## src/rtl/spi_slave.sv

```systemverilog
// ---------------------------------------------------------------------------
// spi_slave
// SPI mode-0 slave (CPOL 0, CPHA 0), 8-bit frames, configurable bit order.
// All SPI pins are oversampled in the clk domain through 2-FF synchronisers;
// every action happens 3 clk cycles after the pin edge that caused it.
// Each received byte is delivered with its RES (data/command) flag. Bytes to
// return on MISO come from a one-entry holding register with valid/ready.
//
// Ports
//   clk          system clock
//   rst_n        synchronous active-low reset
//   spi_cs       chip select, active low (async)
//   spi_sck      serial clock, idle low (async)
//   spi_mosi     master-out data (async)
//   spi_res      data/command flag from master (async)
//   spi_miso     slave-out data (registered)
//   tx_data      byte to return on MISO
//   tx_valid     tx_data valid
//   tx_ready     holding register empty
//   rx_data      last complete received byte
//   rx_res       RES level sampled with the 8th bit of that byte
//   rx_valid     one-cycle pulse when rx_data / rx_res update
//   tx_underrun  one-cycle pulse when a byte starts with an empty holding reg
//   frame_abort  one-cycle pulse when CS rises mid-byte
//   busy         frame in progress
//
// state     | meaning
// ----------+-------------------------------------------------------------
// ST_IDLE   | CS high (or frame ignored after reset); MISO low, SCK ignored
// ST_ACTIVE | CS low; shifting bits on SCK edges
// ---------------------------------------------------------------------------
module spi_slave #(
  parameter int LSB_FIRST = 1
) (
  input  logic       clk,
  input  logic       rst_n,
  input  logic       spi_cs,
  input  logic       spi_sck,
  input  logic       spi_mosi,
  input  logic       spi_res,
  output logic       spi_miso,
  input  logic [7:0] tx_data,
  input  logic       tx_valid,
  output logic       tx_ready,
  output logic [7:0] rx_data,
  output logic       rx_res,
  output logic       rx_valid,
  output logic       tx_underrun,
  output logic       frame_abort,
  output logic       busy
);

  typedef enum logic {
    ST_IDLE   = 1'b0,
    ST_ACTIVE = 1'b1
  } state_t;

  // Position of the first bit on the wire within a byte.
  localparam logic [2:0] FIRST_IDX = (LSB_FIRST != 0) ? 3'd0 : 3'd7;

  state_t      r_state;
  state_t      w_state_nxt;

  logic        r_cs_s1, r_cs_s2, r_cs_d;
  logic        r_sck_s1, r_sck_s2, r_sck_d;
  logic        r_mosi_s1, r_mosi_s2;
  logic        r_res_s1, r_res_s2;

  logic [2:0]  r_bit_cnt;
  logic [7:0]  r_rx_shift;
  logic [7:0]  r_tx_shift;
  logic [7:0]  r_tx_next;
  logic [7:0]  r_hold;
  logic        r_hold_full;

  logic        r_miso;
  logic [7:0]  r_rx_data;
  logic        r_rx_res;
  logic        r_rx_valid;
  logic        r_tx_underrun;
  logic        r_frame_abort;

  logic        w_cs_fall, w_cs_rise, w_sck_rise, w_sck_fall;
  logic        w_start, w_stop, w_rise, w_fall;
  logic        w_load_req;
  logic        w_push;
  logic [7:0]  w_load_byte;
  logic [2:0]  w_bit_idx;
  logic [7:0]  w_rx_byte;

  assign w_cs_fall  =  r_cs_d  & ~r_cs_s2;
  assign w_cs_rise  = ~r_cs_d  &  r_cs_s2;
  assign w_sck_rise = ~r_sck_d &  r_sck_s2;
  assign w_sck_fall =  r_sck_d & ~r_sck_s2;

  // Wire position of the current bit, mapped to a byte bit index.
  assign w_bit_idx = (LSB_FIRST != 0) ? r_bit_cnt : (3'd7 - r_bit_cnt);

  // Byte-start load: take the holding register if full, otherwise send zeros.
  assign w_load_byte = r_hold_full ? r_hold : 8'h00;
  assign w_load_req  = w_start | (w_rise & (r_bit_cnt == 3'd7));
  assign w_push      = tx_valid & ~r_hold_full;

  // The final bit comes straight from the synchroniser so rx_data is
  // complete in the same cycle as the 8th edge.
  always_comb begin
    w_rx_byte            = r_rx_shift;
    w_rx_byte[w_bit_idx] = r_mosi_s2;
  end

  always_ff @(posedge clk) begin
    if (!rst_n) r_state <= ST_IDLE;
    else        r_state <= w_state_nxt;
  end

  // A CS edge takes priority over any SCK edge seen in the same cycle.
  always_comb begin
    w_state_nxt = r_state;
    w_start     = 1'b0;
    w_stop      = 1'b0;
    w_rise      = 1'b0;
    w_fall      = 1'b0;
    case (r_state)
      ST_IDLE: begin
        if (w_cs_fall) begin
          w_state_nxt = ST_ACTIVE;
          w_start     = 1'b1;
        end
      end
      ST_ACTIVE: begin
        if (w_cs_rise) begin
          w_state_nxt = ST_IDLE;
          w_stop      = 1'b1;
        end else if (w_sck_rise) begin
          w_rise = 1'b1;
        end else if (w_sck_fall) begin
          w_fall = 1'b1;
        end
      end
      default: w_state_nxt = ST_IDLE;
    endcase
  end

  always_ff @(posedge clk) begin
    if (!rst_n) begin
      // Synchronisers clear to 0, and so does the previous-value register,
      // so a CS pin already low at release never looks like a falling edge.
      r_cs_s1       <= 1'b0;
      r_cs_s2       <= 1'b0;
      r_cs_d        <= 1'b0;
      r_sck_s1      <= 1'b0;
      r_sck_s2      <= 1'b0;
      r_sck_d       <= 1'b0;
      r_mosi_s1     <= 1'b0;
      r_mosi_s2     <= 1'b0;
      r_res_s1      <= 1'b0;
      r_res_s2      <= 1'b0;
      r_bit_cnt     <= 3'd0;
      r_rx_shift    <= 8'h00;
      r_tx_shift    <= 8'h00;
      r_tx_next     <= 8'h00;
      r_hold        <= 8'h00;
      r_hold_full   <= 1'b0;
      r_miso        <= 1'b0;
      r_rx_data     <= 8'h00;
      r_rx_res      <= 1'b0;
      r_rx_valid    <= 1'b0;
      r_tx_underrun <= 1'b0;
      r_frame_abort <= 1'b0;
    end else begin
      r_cs_s1   <= spi_cs;
      r_cs_s2   <= r_cs_s1;
      r_cs_d    <= r_cs_s2;
      r_sck_s1  <= spi_sck;
      r_sck_s2  <= r_sck_s1;
      r_sck_d   <= r_sck_s2;
      r_mosi_s1 <= spi_mosi;
      r_mosi_s2 <= r_mosi_s1;
      r_res_s1  <= spi_res;
      r_res_s2  <= r_res_s1;

      r_rx_valid    <= 1'b0;
      r_tx_underrun <= 1'b0;
      r_frame_abort <= 1'b0;

      // Consume only happens when full and push only when empty, so the two
      // never collide; a push alongside an underrun start is kept.
      if (w_load_req) begin
        if (r_hold_full) r_hold_full   <= 1'b0;
        else             r_tx_underrun <= 1'b1;
      end
      if (w_push) begin
        r_hold_full <= 1'b1;
        r_hold      <= tx_data;
      end

      if (w_start) begin
        r_tx_shift <= w_load_byte;
        r_miso     <= w_load_byte[FIRST_IDX];
        r_bit_cnt  <= 3'd0;
      end

      if (w_stop) begin
        if (r_bit_cnt != 3'd0) r_frame_abort <= 1'b1;
        r_bit_cnt  <= 3'd0;
        r_rx_shift <= 8'h00;
        r_miso     <= 1'b0;
      end

      if (w_rise) begin
        r_rx_shift[w_bit_idx] <= r_mosi_s2;
        r_bit_cnt             <= r_bit_cnt + 3'd1;
        if (r_bit_cnt == 3'd7) begin
          r_rx_data  <= w_rx_byte;
          r_rx_res   <= r_res_s2;
          r_rx_valid <= 1'b1;
          r_tx_next  <= w_load_byte;
        end
      end

      // bit_cnt == 0 on a fall means a byte just completed: switch to the
      // byte staged at the 8th rise.
      if (w_fall) begin
        if (r_bit_cnt != 3'd0) begin
          r_miso <= r_tx_shift[w_bit_idx];
        end else begin
          r_tx_shift <= r_tx_next;
          r_miso     <= r_tx_next[FIRST_IDX];
        end
      end
    end
  end

  assign spi_miso    = r_miso;
  assign tx_ready    = ~r_hold_full;
  assign rx_data     = r_rx_data;
  assign rx_res      = r_rx_res;
  assign rx_valid    = r_rx_valid;
  assign tx_underrun = r_tx_underrun;
  assign frame_abort = r_frame_abort;
  assign busy        = (r_state == ST_ACTIVE);

endmodule

```

## config.mk

```make
export PLATFORM = sky130hd
export DESIGN_NAME = spi_slave
export DESIGN_NICKNAME = d
export VERILOG_FILES = /design/src/rtl/spi_slave.sv
export SDC_FILE = /design/constraint.sdc
export NUM_CORES = 1
export LEC_CHECK = 0
export CORE_AREA = 3 3 86 88
export CTS_CLUSTER_SIZE = 8
export DETAILED_ROUTE_END_ITERATION = 10
export DIE_AREA = 0 0 89 91
export PLACE_DENSITY_LB_ADDON = 0.05
export SLEW_MARGIN = 10
export SYNTH_ARGS = -nofsm -noshare
export SYNTH_HDL_FRONTEND = slang
export SYNTH_SLANG_ARGS = --single-unit
```

## constraint.sdc

```tcl
create_clock -name clk -period 4.9 [get_ports clk]
set_clock_uncertainty 0.1 [all_clocks]
set_input_delay 0.49 -clock clk [delete_from_list [all_inputs] [get_ports clk]]
set_output_delay 0.49 -clock clk [all_outputs]
set_load 0.02 [all_outputs]
```

Word-level counts from Yosys, hierarchy flattened:

Index checks and enable logic that the tools add are counted.

* order comparisons: 2
* equal/unequal tests: 1
* $add $sub $neg: 1
* reduce and logical (&&, ||, !) cells: 9
* mux-type cells: 38
* bitwise logic cells: 13

Operators with widths (count)
* 8-bit 2-to-1 mux: 7
* 1-bit 2-to-1 mux: 23
* 8-bit bitwise mux: 2
* 3-bit 2-to-1 mux: 3
* 3-bit nonzero test: 3
* 2-bit AND reduction: 4
* 1-bit bitwise AND: 6
* 1-bit inverter: 6
* 3-bit by 4-bit < comparator with 1-bit output (second input constant): 1
* 3-bit by 1-bit adder with 3-bit output (second input constant): 1
* 1-bit binary-select mux with 3-bit select: 1
* 1-bit demux with 3-bit select: 1
* 3-bit equality test (second input constant): 1
* 3-bit by 1-bit >= comparator with 1-bit output (second input constant): 1
* 1-bit case mux with 2 select lines: 1
* 2-bit nonzero test: 1
* 1-bit logical AND: 1
* 1-bit bitwise OR: 1

* bits of input ports: 15
* bits in registers: 60

Logic depth before layout (Yosys ltp):

* depth after elaboration: 9
* mapped depth: 8

Worst setup path after synthesis:

Ideal clock, no wire load.

* path kind: flip-flop to flip-flop
* start: register r_bit_cnt[0]
* end: register r_tx_shift[7]
* arrival time: 1.509 ns
* buffers on the path: 2
* clock period less this slack: 1.701 ns
* stages on the path, launching flop included: 9
* path slack: 3.199 ns
* path through: dfxtp_1 -> buf_4 -> inv_2 -> ha_1 -> nor2b_1 -> nand4_2 -> buf_4 -> nor2_1 -> a311oi_1

* cells in the longest elaborated chain, start to end: 3

Ends and longest elaborated chain
* from (decl): line 69 `logic [2:0] r_bit_cnt;`
* from (signal assigned): line 212 `r_bit_cnt <= r_bit_cnt + 3'd1;`
* 3-bit nonzero test: line 224 `if (r_bit_cnt != 3'd0) begin`
* 8-bit 2-to-1 mux: line 224
* 8-bit 2-to-1 mux: line 223 `if (w_fall) begin`
* to (signal assigned): line 198 `r_tx_shift <= w_load_byte;`
* to (signal assigned): line 227 `r_tx_shift <= r_tx_next;`
* to (decl): line 71 `logic [7:0] r_tx_shift;`

No other way between the ends.
A chain may end at the register's enable or synchronous reset.

Worst setup path in the final report:

* start: register r_bit_cnt[2]
* end: register r_rx_data[3] (netlist: rx_data[3])

* cells in the longest elaborated chain, start to end: 5

Ends and longest elaborated chain
* 3-bit by 4-bit < comparator with 1-bit output (not written as such) or 3-bit by 1-bit >= comparator with 1-bit output (tied branches): line 108 `w_rx_byte[w_bit_idx] = r_mosi_s2;`
* 1-bit logical AND (not written as such): line 108
* 1-bit 2-to-1 mux (not written as such): line 108
* 1-bit demux with 3-bit select: line 108
* 8-bit bitwise mux: line 108
* to (signal assigned): line 214 `r_rx_data <= w_rx_byte;`
* to (decl): line 77 `logic [7:0] r_rx_data;`

Several ways; a longest one is shown, not always the timed one.

==> run metrics <==
status completed; Final HPWL DP 3830 um; first-pass GRT wire length 10200 um; Clock Latency Late Sink 340 ps; post-CTS resize count 0; fin. max-slew vios 0; HP Class reg2reg; RSZ-0062 raised after global routing false; clock root cell clkbuf_8; Syn Inst Count 301; Final Cycle Share 56.0%; via count 2194; gpl congestion 0.756; H-tree levels 3; Critical Path Fanout Max 25; Routed WL per cell 14.6 um; largest net degree at the start of global routing 48; worst slew pin tran 998 ps; Layout area overhead 17.3%; EDFF count, synth 0; layout cells sized above 1 9.26%; CP endpoint kind register; Worst-path clk slew 70 ps; Seq cells post-synth 60; Netlist cell types 44; Final Hold Viols 0; post-synthesis cell area 2640 um2; drt total wl 5910 um; die height 91 um; dpl cells 388; cts bufs inserted 9; Post-Synthesis Net Count 319; Tmin final 2740 ps; Setup crit start kind register; Clk pwr share 45.1%; initial antenna violation count 0; ys flop type dfxtp_1; worst path required time 5020 ps; Cell Pwr Density 326 nW/um2; Max Freq 0.365 GHz; total negative setup slack 0 ps; Internal Power 0.778 mW; core area 6720 um2; setup ws final 2160 ps; row cnt 30; I/O pin count 30; switching part of the total 22.8%; syn_area_per_cell 8.76 um2; Slew headroom 33.5%; Synth area leaders dfxtp_1 (46%), nand2_1 (6.4%), nand3_1 (5.9%); Post-Layout Cell Count 404; Post-synth top cells dfxtp_1 (60), nand2_1 (45), nand3_1 (31); Post-CTS Hold Buffers 0; GRT Residual Overflow 0; FFs w/ async S/R, synth 0%; die width 89 um; leakage 1.05 nW; Setup violations, final 0; DR iter-0 viols 124; Die ar. 8100 um2; diode count 0; nets 337; initial core utilization 39.3%; area share of the largest cell type after synthesis 45.5%; post-synth top area cell dfxtp_1; number of remaining DRC errors 0; Clock Tree Buf Depth 2; number of global-route vias before repair 2069; maximum vdd drop 0.145 mV; hold slack final 333 ps; WS Path Type reg2reg; Psw 0.230 mW; dpl ws 2150 ps; Comb pwr share 4.5%; gr usage total 16.4%; CP arrival 2870 ps; via/cell ratio 5.43; number of port buffers 29; CTS tree done; ANT nets after route 0; first-pass iteration count of the detailed router 4; most numerous cell in the Yosys netlist dfxtp_1; Reg power frac 50.4%; Post-CTS Setup Repair Bufs 0; YS warnings 0; max cap viols 0; post-synthesis sequential area ratio 45.5%; CTS sink cnt 60
cell type report:
cell class	count	area [um2]
fillers	663	3630
multi-input cells	210	1260
flip-flops and latches	60	1200
repair buffers	30	298
clock buffers	12	155
well taps	80	100
clock inverters	4	47.5
inverters	8	30.0
stage by stage:
step	power [mW]	utilization, %	cell area [um2]
finish	1.01	46.0	3090
global route	1.05	46.0	3090
CTS	1.02	46.0	3090
detailed placement	0.565	43.0	2890
global placement	0.564	43.0	2890
floorplan	0.544	-	2640
cell families (layout without fill, tap and decap cells):
| group | count (synthesis) | in the layout | share of synthesized area [%] |
|---|---|---|---|
| adder cells (fa/ha/maj) | 3 | 3 | 1.42 |
| buffers and inverters | 31 | 54 | 6.64 |
| multiplexers | 5 | 5 | 1.95 |
| flip-flops | 60 | 60 | 45.5 |
| AND/OR/NAND/NOR | 132 | 132 | 25.7 |
| AO/OA/AOI/OAI | 70 | 70 | 18.8 |
layout by cell type (no fill, tap or decap), types with 2 or more instances in the layout:
master / Yosys / final
a21o_1: 2 / 2
nand2_1: 45 / 45
a311oi_1: 9 / 9
a211oi_2: 2 / 2
ha_1: 3 / 3
inv_1: 6 / 6
o211a_1: 2 / 2
clkinv_2: 0 / 2
o311ai_0: 4 / 4
nand2b_1: 3 / 3
mux2i_1: 4 / 4
nor2b_1: 3 / 3
and2_1: 10 / 10
a211oi_1: 2 / 2
nor3_1: 5 / 5
nor2_1: 18 / 18
o21ai_0: 7 / 7
inv_2: 2 / 2
a21boi_0: 2 / 2
a311oi_2: 3 / 3
a21oi_1: 30 / 30
nand3_1: 31 / 31
dfxtp_1: 60 / 60
clkbuf_8: 0 / 11
and2b_1: 2 / 2
o211ai_1: 3 / 3
nand4_1: 5 / 5
nor4_4: 2 / 2
clkdlybuf4s50_1: 0 / 29
power groups by stage:
stage               combinational [mW]  clock (mW)  sequential [mW]
finish                          0.0454       0.454            0.508
global route                    0.0507       0.489            0.509
CTS                             0.0462       0.464            0.508
detailed placement              0.0460           0            0.519
global placement                0.0456           0            0.519
floorplan                       0.0314           0            0.512
path summary, 6_finish.rpt:
check | from | end | slack [ps] | cells past startpoint
max | r_bit_cnt[2] | rx_data[3] | 2160 | 4
min | r_mosi_s1 | r_mosi_s2 | 330 | 1
max reg2reg | r_bit_cnt[2] | rx_data[3] | 2160 | 4
min reg2reg | r_mosi_s1 | r_mosi_s2 | 330 | 1
per-layer routing:
metal / global-route usage, % / up-vias / share of wire, %
li1: - / 1102 / -
met1: 23.5 / 1039 / 50
met2: 22.8 / 43 / 44
met3: 3.90 / 10 / 3.9
met4: 7.82 / 0 / 1.8
met5: 0 / - / 0
flip-flops by register name (all words and copies together), names as in the netlist:
name	count
r_sck_s2	1
r_cs_s1	1
r_sck_s1	1
r_res_s1	1
r_hold	8
busy	1
rx_valid	1
frame_abort	1
r_sck_d	1
r_cs_d	1
r_mosi_s1	1
r_res_s2	1
r_hold_full	1
rx_res	1
rx_data	8
tx_underrun	1
r_tx_shift	8
r_rx_shift	8
r_cs_s2	1
r_mosi_s2	1
spi_miso	1
r_bit_cnt	3
r_tx_next	8
worst max-delay path: stages (launching register included):
cell,delay (ps)
dfxtp_1,890
ha_1,290
and4_1,860
o311ai_0,300
o211a_1,190
No activity file was read; power rests on OpenSTA's default activity.
